$ cat config.mk
export PLATFORM = sky130hd
export DESIGN_NAME = mem_access_unit
export DESIGN_NICKNAME = d
export VERILOG_FILES = /design/src/rtl/mem_access_unit.sv
export SDC_FILE = /design/constraint.sdc
export NUM_CORES = 1
export LEC_CHECK = 0
export BUFFER_PORTS_ARGS = -buffer_cell sky130_fd_sc_hd__buf_2
export CORE_MARGIN = 1.5
export CORE_UTILIZATION = 48
export DETAILED_ROUTE_END_ITERATION = 16
export PLACE_DENSITY_LB_ADDON = 0.25
export SLEW_MARGIN = 20
export SYNTH_ARGS = -nofsm -noshare
export SYNTH_HDL_FRONTEND = slang
export SYNTH_SLANG_ARGS = --single-unit
$ cat constraint.sdc
create_clock -name clk_i -period 2 [get_ports clk_i]
set_clock_uncertainty 0.15 [all_clocks]
set_input_delay 0.1 -clock clk_i [delete_from_list [all_inputs] [get_ports clk_i]]
set_output_delay 0.1 -clock clk_i [all_outputs]
set_load 0.1 [all_outputs]
$ cat src/rtl/mem_access_unit.sv
// Memory-stage load/store unit: formats byte enables and lane data for one data-memory
// request at a time and stalls the pipeline until the memory reports completion.
module mem_access_unit #(
    parameter int ADDRESS_WIDTH = 32,
    parameter int DATA_WIDTH    = 32
) (
    input  logic                     clk_i,
    input  logic                     rst_i,
    input  logic [ADDRESS_WIDTH-1:0] alu_resultM_i,
    input  logic [DATA_WIDTH-1:0]    write_dataM_i,
    input  logic                     mem_writeM_i,
    input  logic [1:0]               result_srcM_i,
    input  logic [2:0]               funct3M_i,
    output logic                     mem_req_o,
    output logic                     mem_we_o,
    output logic [ADDRESS_WIDTH-1:0] mem_addr_o,
    output logic [3:0]               mem_be_o,
    output logic [DATA_WIDTH-1:0]    mem_wdata_o,
    input  logic                     mem_ready_i,
    input  logic [DATA_WIDTH-1:0]    mem_rdata_i,
    output logic [DATA_WIDTH-1:0]    read_dataM_o,
    output logic                     stallM_o,
    output logic                     access_errM_o
);

    typedef enum logic [1:0] {
        IDLE,
        BUSY,
        DONE
    } state_t;

    state_t                   state_q;
    logic                     mem_req_q;
    logic                     mem_we_q;
    logic [ADDRESS_WIDTH-1:0] mem_addr_q;
    logic [3:0]               mem_be_q;
    logic [DATA_WIDTH-1:0]    mem_wdata_q;
    logic [DATA_WIDTH-1:0]    read_data_q;
    logic [2:0]               funct3_q;
    logic [1:0]               offset_q;
    logic                     is_load_q;

    logic                     is_store;
    logic                     is_load;
    logic                     access;
    logic                     access_err;
    logic [1:0]               offset;
    logic [3:0]               be_d;
    logic [DATA_WIDTH-1:0]    wdata_d;
    logic [7:0]               lane_byte;
    logic [15:0]              lane_half;
    logic [DATA_WIDTH-1:0]    load_ext;

    // A store takes priority when both request flags are raised.
    assign is_store = mem_writeM_i;
    assign is_load  = (result_srcM_i == 2'b01) && !mem_writeM_i;
    assign access   = is_store || is_load;
    assign offset   = alu_resultM_i[1:0];

    always_comb begin
        access_err = 1'b0;
        if (is_store) begin
            case (funct3M_i)
                3'b000:  access_err = 1'b0;
                3'b001:  access_err = offset[0];
                3'b010:  access_err = (offset != 2'b00);
                default: access_err = 1'b1;
            endcase
        end else if (is_load) begin
            case (funct3M_i)
                3'b000, 3'b100: access_err = 1'b0;
                3'b001, 3'b101: access_err = offset[0];
                3'b010:         access_err = (offset != 2'b00);
                default:        access_err = 1'b1;
            endcase
        end
    end

    always_comb begin
        be_d    = 4'b1111;
        wdata_d = write_dataM_i;
        case (funct3M_i[1:0])
            2'b00: begin
                be_d    = 4'b0001 << offset;
                wdata_d = {4{write_dataM_i[7:0]}};
            end
            2'b01: begin
                be_d    = 4'b0011 << {offset[1], 1'b0};
                wdata_d = {2{write_dataM_i[15:0]}};
            end
            default: begin
                be_d    = 4'b1111;
                wdata_d = write_dataM_i;
            end
        endcase
    end

    // Lane selection uses the offset and size captured at issue, not the live M-stage inputs.
    always_comb begin
        lane_byte = mem_rdata_i[{offset_q, 3'b000} +: 8];
        lane_half = offset_q[1] ? mem_rdata_i[31:16] : mem_rdata_i[15:0];
        case (funct3_q)
            3'b000:  load_ext = {{24{lane_byte[7]}}, lane_byte};
            3'b001:  load_ext = {{16{lane_half[15]}}, lane_half};
            3'b100:  load_ext = {24'h000000, lane_byte};
            3'b101:  load_ext = {16'h0000, lane_half};
            default: load_ext = mem_rdata_i;
        endcase
    end

    assign stallM_o      = !rst_i && ((state_q == BUSY) ||
                           ((state_q == IDLE) && access && !access_err));
    assign access_errM_o = !rst_i && (state_q == IDLE) && access && access_err;

    always_ff @(posedge clk_i) begin
        if (rst_i) begin
            state_q     <= IDLE;
            mem_req_q   <= 1'b0;
            mem_we_q    <= 1'b0;
            mem_addr_q  <= '0;
            mem_be_q    <= 4'b0000;
            mem_wdata_q <= '0;
            read_data_q <= '0;
            funct3_q    <= 3'b000;
            offset_q    <= 2'b00;
            is_load_q   <= 1'b0;
        end else begin
            case (state_q)
                IDLE: begin
                    if (access && !access_err) begin
                        mem_addr_q  <= {alu_resultM_i[ADDRESS_WIDTH-1:2], 2'b00};
                        mem_be_q    <= be_d;
                        mem_wdata_q <= wdata_d;
                        mem_we_q    <= is_store;
                        mem_req_q   <= 1'b1;
                        funct3_q    <= funct3M_i;
                        offset_q    <= offset;
                        is_load_q   <= is_load;
                        state_q     <= BUSY;
                    end
                end
                BUSY: begin
                    if (mem_ready_i) begin
                        mem_req_q <= 1'b0;
                        mem_we_q  <= 1'b0;
                        if (is_load_q) begin
                            read_data_q <= load_ext;
                        end
                        state_q <= DONE;
                    end
                end
                DONE: begin
                    // The pipeline advances this cycle, so never re-examine the held inputs.
                    state_q <= IDLE;
                end
                default: begin
                    state_q <= IDLE;
                end
            endcase
        end
    end

    assign mem_req_o    = mem_req_q;
    assign mem_we_o     = mem_we_q;
    assign mem_addr_o   = mem_addr_q;
    assign mem_be_o     = mem_be_q;
    assign mem_wdata_o  = mem_wdata_q;
    assign read_dataM_o = read_data_q;

endmodule

* After elaboration in Yosys (flattened, before gate mapping)
Cells that the tools add are included.
** Word-level totals
- Flip-flop bits (word level) :: 108
- Input port bits :: 105
- Output and inout bits :: 104
- Word-level logic and storage cells :: 66
** Cells by class
- Equality and inequality tests :: 12
- Shift operators :: 3
- Multiplexer cells :: 16
- Reduce and logical (&&, ||, !) cells :: 25
** Operator list (count)
- 32-bit one-hot mux with 4 select lines :: 1
- 32-bit one-hot mux with 2 select lines :: 1
- 32-bit by 6-bit indexed part select with 8-bit output :: 1
- 16-bit 2-to-1 mux :: 1
- 3-bit == test, second input constant :: 4
- 1-bit logical AND :: 8
- 4-bit one-hot mux with 2 select lines :: 1
- 2-bit by 1-bit == test with 1-bit output, second input constant :: 3
- 3-bit by 1-bit == test with 1-bit output, second input constant :: 2
- 3-bit zero test :: 2
- 1-bit one-hot mux with 3 select lines :: 2
- 3-bit AND reduction :: 2
- 1-bit 2-to-1 mux :: 5
- 2-bit zero test :: 2
- 2-bit 2-to-1 mux :: 2
- 1-bit one-hot mux with 2 select lines :: 2
- 2-bit one-hot mux with 2 select lines :: 1
- 2-bit AND reduction :: 2
- 2-bit nonzero test :: 2
- 2-bit OR reduction :: 2
- 1-bit by 2-bit << shifter with 4-bit output, first input constant :: 1
- 2-bit by 2-bit << shifter with 4-bit output, first input constant :: 1
- 3-bit by 2-bit == test with 1-bit output, second input constant :: 1
- 1-bit zero test :: 3
- other kinds (3) :: 4

* Logic depth before layout (Yosys ltp)
- Word-level depth :: 9
- Depth in mapped cells :: 6
- Gate-level depth less buffers :: 4

* Worst setup path after synthesis
OpenSTA, ideal clock, no wires.
- Path kind :: register to output
- From :: register state_q[1]
- To :: output access_errM_o
- Data arrival time :: 2.707 ns
- Data required time :: 1.750 ns
- Slack :: -0.957 ns
- Stages on the path, launching flop included :: 4
- Path buffers :: 0
- Cell sequence :: dfxtp_1 nor2_1 o21ai_0 nor3_1
** Between the ends
- Cells in the longest elaborated chain, start to end :: 4
** RTL lines
- from (decl) :: line 32 : state_t state_q;
- from (signal assigned) :: line 117 : state_q <= IDLE;
- from (signal assigned) :: line 139 : state_q <= BUSY;
- from (signal assigned) :: line 149 : state_q <= DONE;
- 2-bit zero test :: line 113 : assign access_errM_o = !rst_i && (state_q == IDLE) && access && access_err;
- 1-bit logical AND (3 in a row) :: line 113
- to (decl) :: line 23 : output logic access_errM_o
No other way between the ends.

* Worst setup path in the final report
- From :: register offset_q[1]
- To :: register read_data_q[17], in the netlist read_dataM_o[17]
** Between the ends
- Cells in the longest elaborated chain, start to end :: 2
- Elaborated cells on any way between the ends :: 3
- Classes of those cells :: shift (1); mux (2)
** RTL lines
- from (decl) :: line 40 : logic [1:0] offset_q;
- from (signal assigned) :: line 137 : offset_q <= offset;
- 32-bit by 6-bit indexed part select with 8-bit output or 16-bit 2-to-1 mux (tied branches) :: line 100, 101
- 32-bit one-hot mux with 4 select lines * :: line 102 : case (funct3_q)
- to (signal assigned) :: line 147 : read_data_q <= load_ext;
- to (decl) :: line 38 : logic [DATA_WIDTH-1:0] read_data_q;
Mark *: on every way between the ends. The rest lies on a longest branch, timed or not.
A chain may end at the register's enable or synchronous reset.

==> impl_metrics.csv <==
group,metric,value,unit
status,outcome,"complete, no violations",
setup_path,cp-start-kind,"flip-flop",
setup_path,ff2ff_path_depth,6,
pwr,pwr-share-clk,27.5,%
detailed_routing,vias_per_cell,5.45,
cts,cts_made_buffers,9,
final_layout,fill_cells,759,
synth,yosysMostFrequentCell,"nand2_1",
floorplanning,core-area,0.00982,mm2
sta,rsz0062_at_grt,"no",
cts,cts.clk_slew.worst_paths,0.09,ns
sta,period_needed,1.91,ns
floorplanning,fp-row-count,36,
sta,finalSetupViolCount,0,
synth,synth_common_cells,"nand2_1, dfxtp_1, a21oi_1, nor2_1, a211oi_1",
setup_path,reg2reg_to,"read_dataM_o[17]",
sta,clock.fmax,524,MHz
detailed_routing,first_iter_violations,290,
synth,ys_seq_area_share,44.4,%
pwr,sw_frac_of_total,35.5,%
pwr,power.switching,1.93,mW
final_layout,multi_input_area,0.00250,mm2
final_layout,seq_area,0.00216,mm2
sta,finalSetupTns,0,ns
floorplanning,dieWidth,104,um
synth,async_flop_share,0,%
detailed_routing,dr_total_vias,5476,
final_layout,n_antenna_cell,0,
setup_path,required,2.10,ns
cts,cts.sinks,108,
cts,htreeDepth,3,
synth,yosysWarnings,0,
setup_path,reg2reg_slack,0.09,ns
cts,cts_root_buf,"clkbuf_8",
setup_path,startpoint,"offset_q[1]",
setup_path,reg2reg_from,"offset_q[1]",
cts,cts_buffer_depth,2,
final_layout,drive_above_1_share,31.7,%
pwr,power.internal,3.50,mW
synth,netlist_instances,587,
hold_path,hp-start,"mem_rdata_i[0]",
sta,timing.final.crit_share,95.4,%
setup_path,arrival,2.01,ns
synth,yosys-top-cells-area,"dfxtp_1, nand2_1, a21oi_1",
sta,worstMarginPinSlew,0.612,ns
cts,clk-insertion-delay-late,0.36,ns
detailed_routing,drcViolationCount,0,
synth,synth-edff-count,0,
synth,synth_flop_cell,"dfxtp_1",
sta,hold_violations,0,
detailed_routing,dr.pass1.iters,8,
detailed_routing,wl_per_cell,15.8,um
floorplanning,die_y,104,um
setup_path,worstSetupPathType,"flip-flop to flip-flop",
detailed_routing,ant_nets,0,
pwr,ir_worst_vdd,0.468,mV
pwr,p_seq_share,42.5,%
setup_path,endpoint,"read_dataM_o[17]",
sta,slew_violations,0,
setup_path,cp_max_fo,14,
sta,slew_headroom,59.2,%
synth,synth_top_cell_area_share,44.4,%
global_route,globalRouteTotalUtil,29.1,%
pwr,p_total,5.43,mW
cts,postCtsSetupBuffers,0,
flow_run,cap_viol_max_count,0,
setup_path,crit_path_end_kind,"flip-flop",
floorplanning,io_pins,209,
pwr,cellLeakagePower,3.07,nW
floorplanning,die_area,0.0108,mm2
global_route,grt_first_pass_wirelength,25600,um
synth,synth_cell_types,44,
detailed_routing,wl,15900,um
cts,cts_tree,"done",
synth,syn-cell-area,0.00487,mm2
final_layout,nets,971,
global_route,gr-total-overflow,0,
synth,syn_area_per_cell,8.30,um2
global_route,grt_max_degree,52,
place,place_hpwl,9990,um
synth,ys_seq_elements,108,
synth,yosys.area.top_type,"dfxtp_1",
floorplanning,start_util,49.6,%
place,routabilityCongestion,0.898,
pwr,powerDensity,748,mW/mm2
hold_path,worstHoldPathType,"primary input to flip-flop",
global_route,grt_antenna_before_repair,0,
global_route,grt_pass1_vias,5334,
pwr,combPwrFrac,30.0,%
place,io_buffer_count,206,
final_layout,area_growth,48.8,%
==> per-layer routing <==
layer	routed length (um)	share of wire (%)	vias up	track usage [%]
met1	6400	40	2522	34.7
met4	733	4.6	0	16.6
li1	-	-	2606	-
met5	0	0	-	0
met2	7720	49	278	49.0
met3	1030	6.5	70	5.92
==> cell usage in the layout, fill, tap and decap left out, types with 2 or more instances in the layout <==
cell           count
buf_2            203
nand2_1          137
dfxtp_1          108
dlygate4sd3_1     91
a21oi_1           57
nor2_1            51
a211oi_1          34
o21ai_0           25
buf_4             21
mux2i_1           16
mux2_2            11
clkbuf_8          11
a311oi_2          10
a311oi_1           9
a22oi_1            8
o211ai_1           8
nand3b_1           7
nor3b_1            7
and2_1             6
nand2b_1           5
buf_12             5
nor2b_1            3
nor3_1             3
nand3_1            3
nor4_2             2
or2_2              2
inv_1              2
mux2_1             2
conb_1             2
clkbuf_1           2
bufinv_16          2
==> timing repair <==
action,4_1_cts,5_1_grt
hold endpoints to repair,95,0
hold buffers,91,0
gates resized for setup,0,2
endpoints found under the setup margin,0,13
==> stage by stage <==
step / cell area [um2] / utilization [%] / worst slack [ns] / hold WS (ns) / std cells
CTS: 7240 / 73.8 / 0.120 / 0.000127 / 1004
global placement: 6100 / 62.2 / 0.212 / 0.190 / 897
floorplan: 4900 / - / 0.206 / 0.0601 / 588
finish: 7260 / 73.9 / 0.0920 / 0.0141 / 1004
detailed placement: 6100 / 62.2 / 0.147 / 0.197 / 897
global route: 7260 / 73.9 / 0.0246 / 0.0247 / 1004
==> power by group through the flow <==
| stage | registers [mW] | clock network, mW | logic (mW) |
|---|---|---|---|
| 6_report | 2.31 | 1.49 | 1.63 |
| 5_1_grt | 2.32 | 1.63 | 1.71 |
| 4_1_cts | 2.31 | 1.53 | 1.60 |
| 3_5_place_dp | 2.36 | 0 | 1.46 |
| 3_3_place_gp | 2.35 | 0 | 1.44 |
| 2_1_floorplan | 3.01 | 0 | 0.464 |
==> critical path, stage by stage, from the launching register on <==
cell	delay [ns]
dfxtp_1	0.44
buf_4	0.16
nor3b_1	0.06
nor4_2	0.27
a31oi_2	0.19
buf_4	0.24
a211oi_1	0.29
==> final cells by class <==
class	instances	share of cell area (%)
timing repair buffer	320	30.1
tap	133	2.29
clock inverter	3	0.948
sequential	108	29.8
inverter	3	0.155
clock buffer	13	2.19
multi-input combinational	424	34.5
==> flip-flops by register name (all words and copies together) (netlist names) <==
name          cells
funct3_q          3
is_load_q         1
mem_addr_o       30
mem_be_o          4
mem_req_o         1
mem_wdata_o      32
mem_we_o          1
offset_q          2
read_dataM_o     32
state_q           2
==> worst min-delay path by stage <==
stage                       end  slack (ns)  depth (start not counted)
2_1_floorplan         is_load_q        0.06                          1
3_3_place_gp     mem_addr_o[13]        0.19                          3
3_5_place_dp      mem_addr_o[4]        0.20                          3
4_1_cts         read_dataM_o[0]      0.0001                          3
5_1_grt        read_dataM_o[12]        0.02                          4
6_report        read_dataM_o[0]        0.01                          3
==> logic make-up (layout without fill, tap and decap cells) <==
family                 Yosys count  in the layout  synth area share, %
other                            1              2               0.0769
and+or+nand+nor                231            231                 20.5
DFF                            108            108                 44.4
buffers and inverters           56            339                 5.62
AOI/OAI and AO/OA              161            161                 22.7
muxes                           30             30                 6.75
No activity file was read; power rests on OpenSTA's default activity.
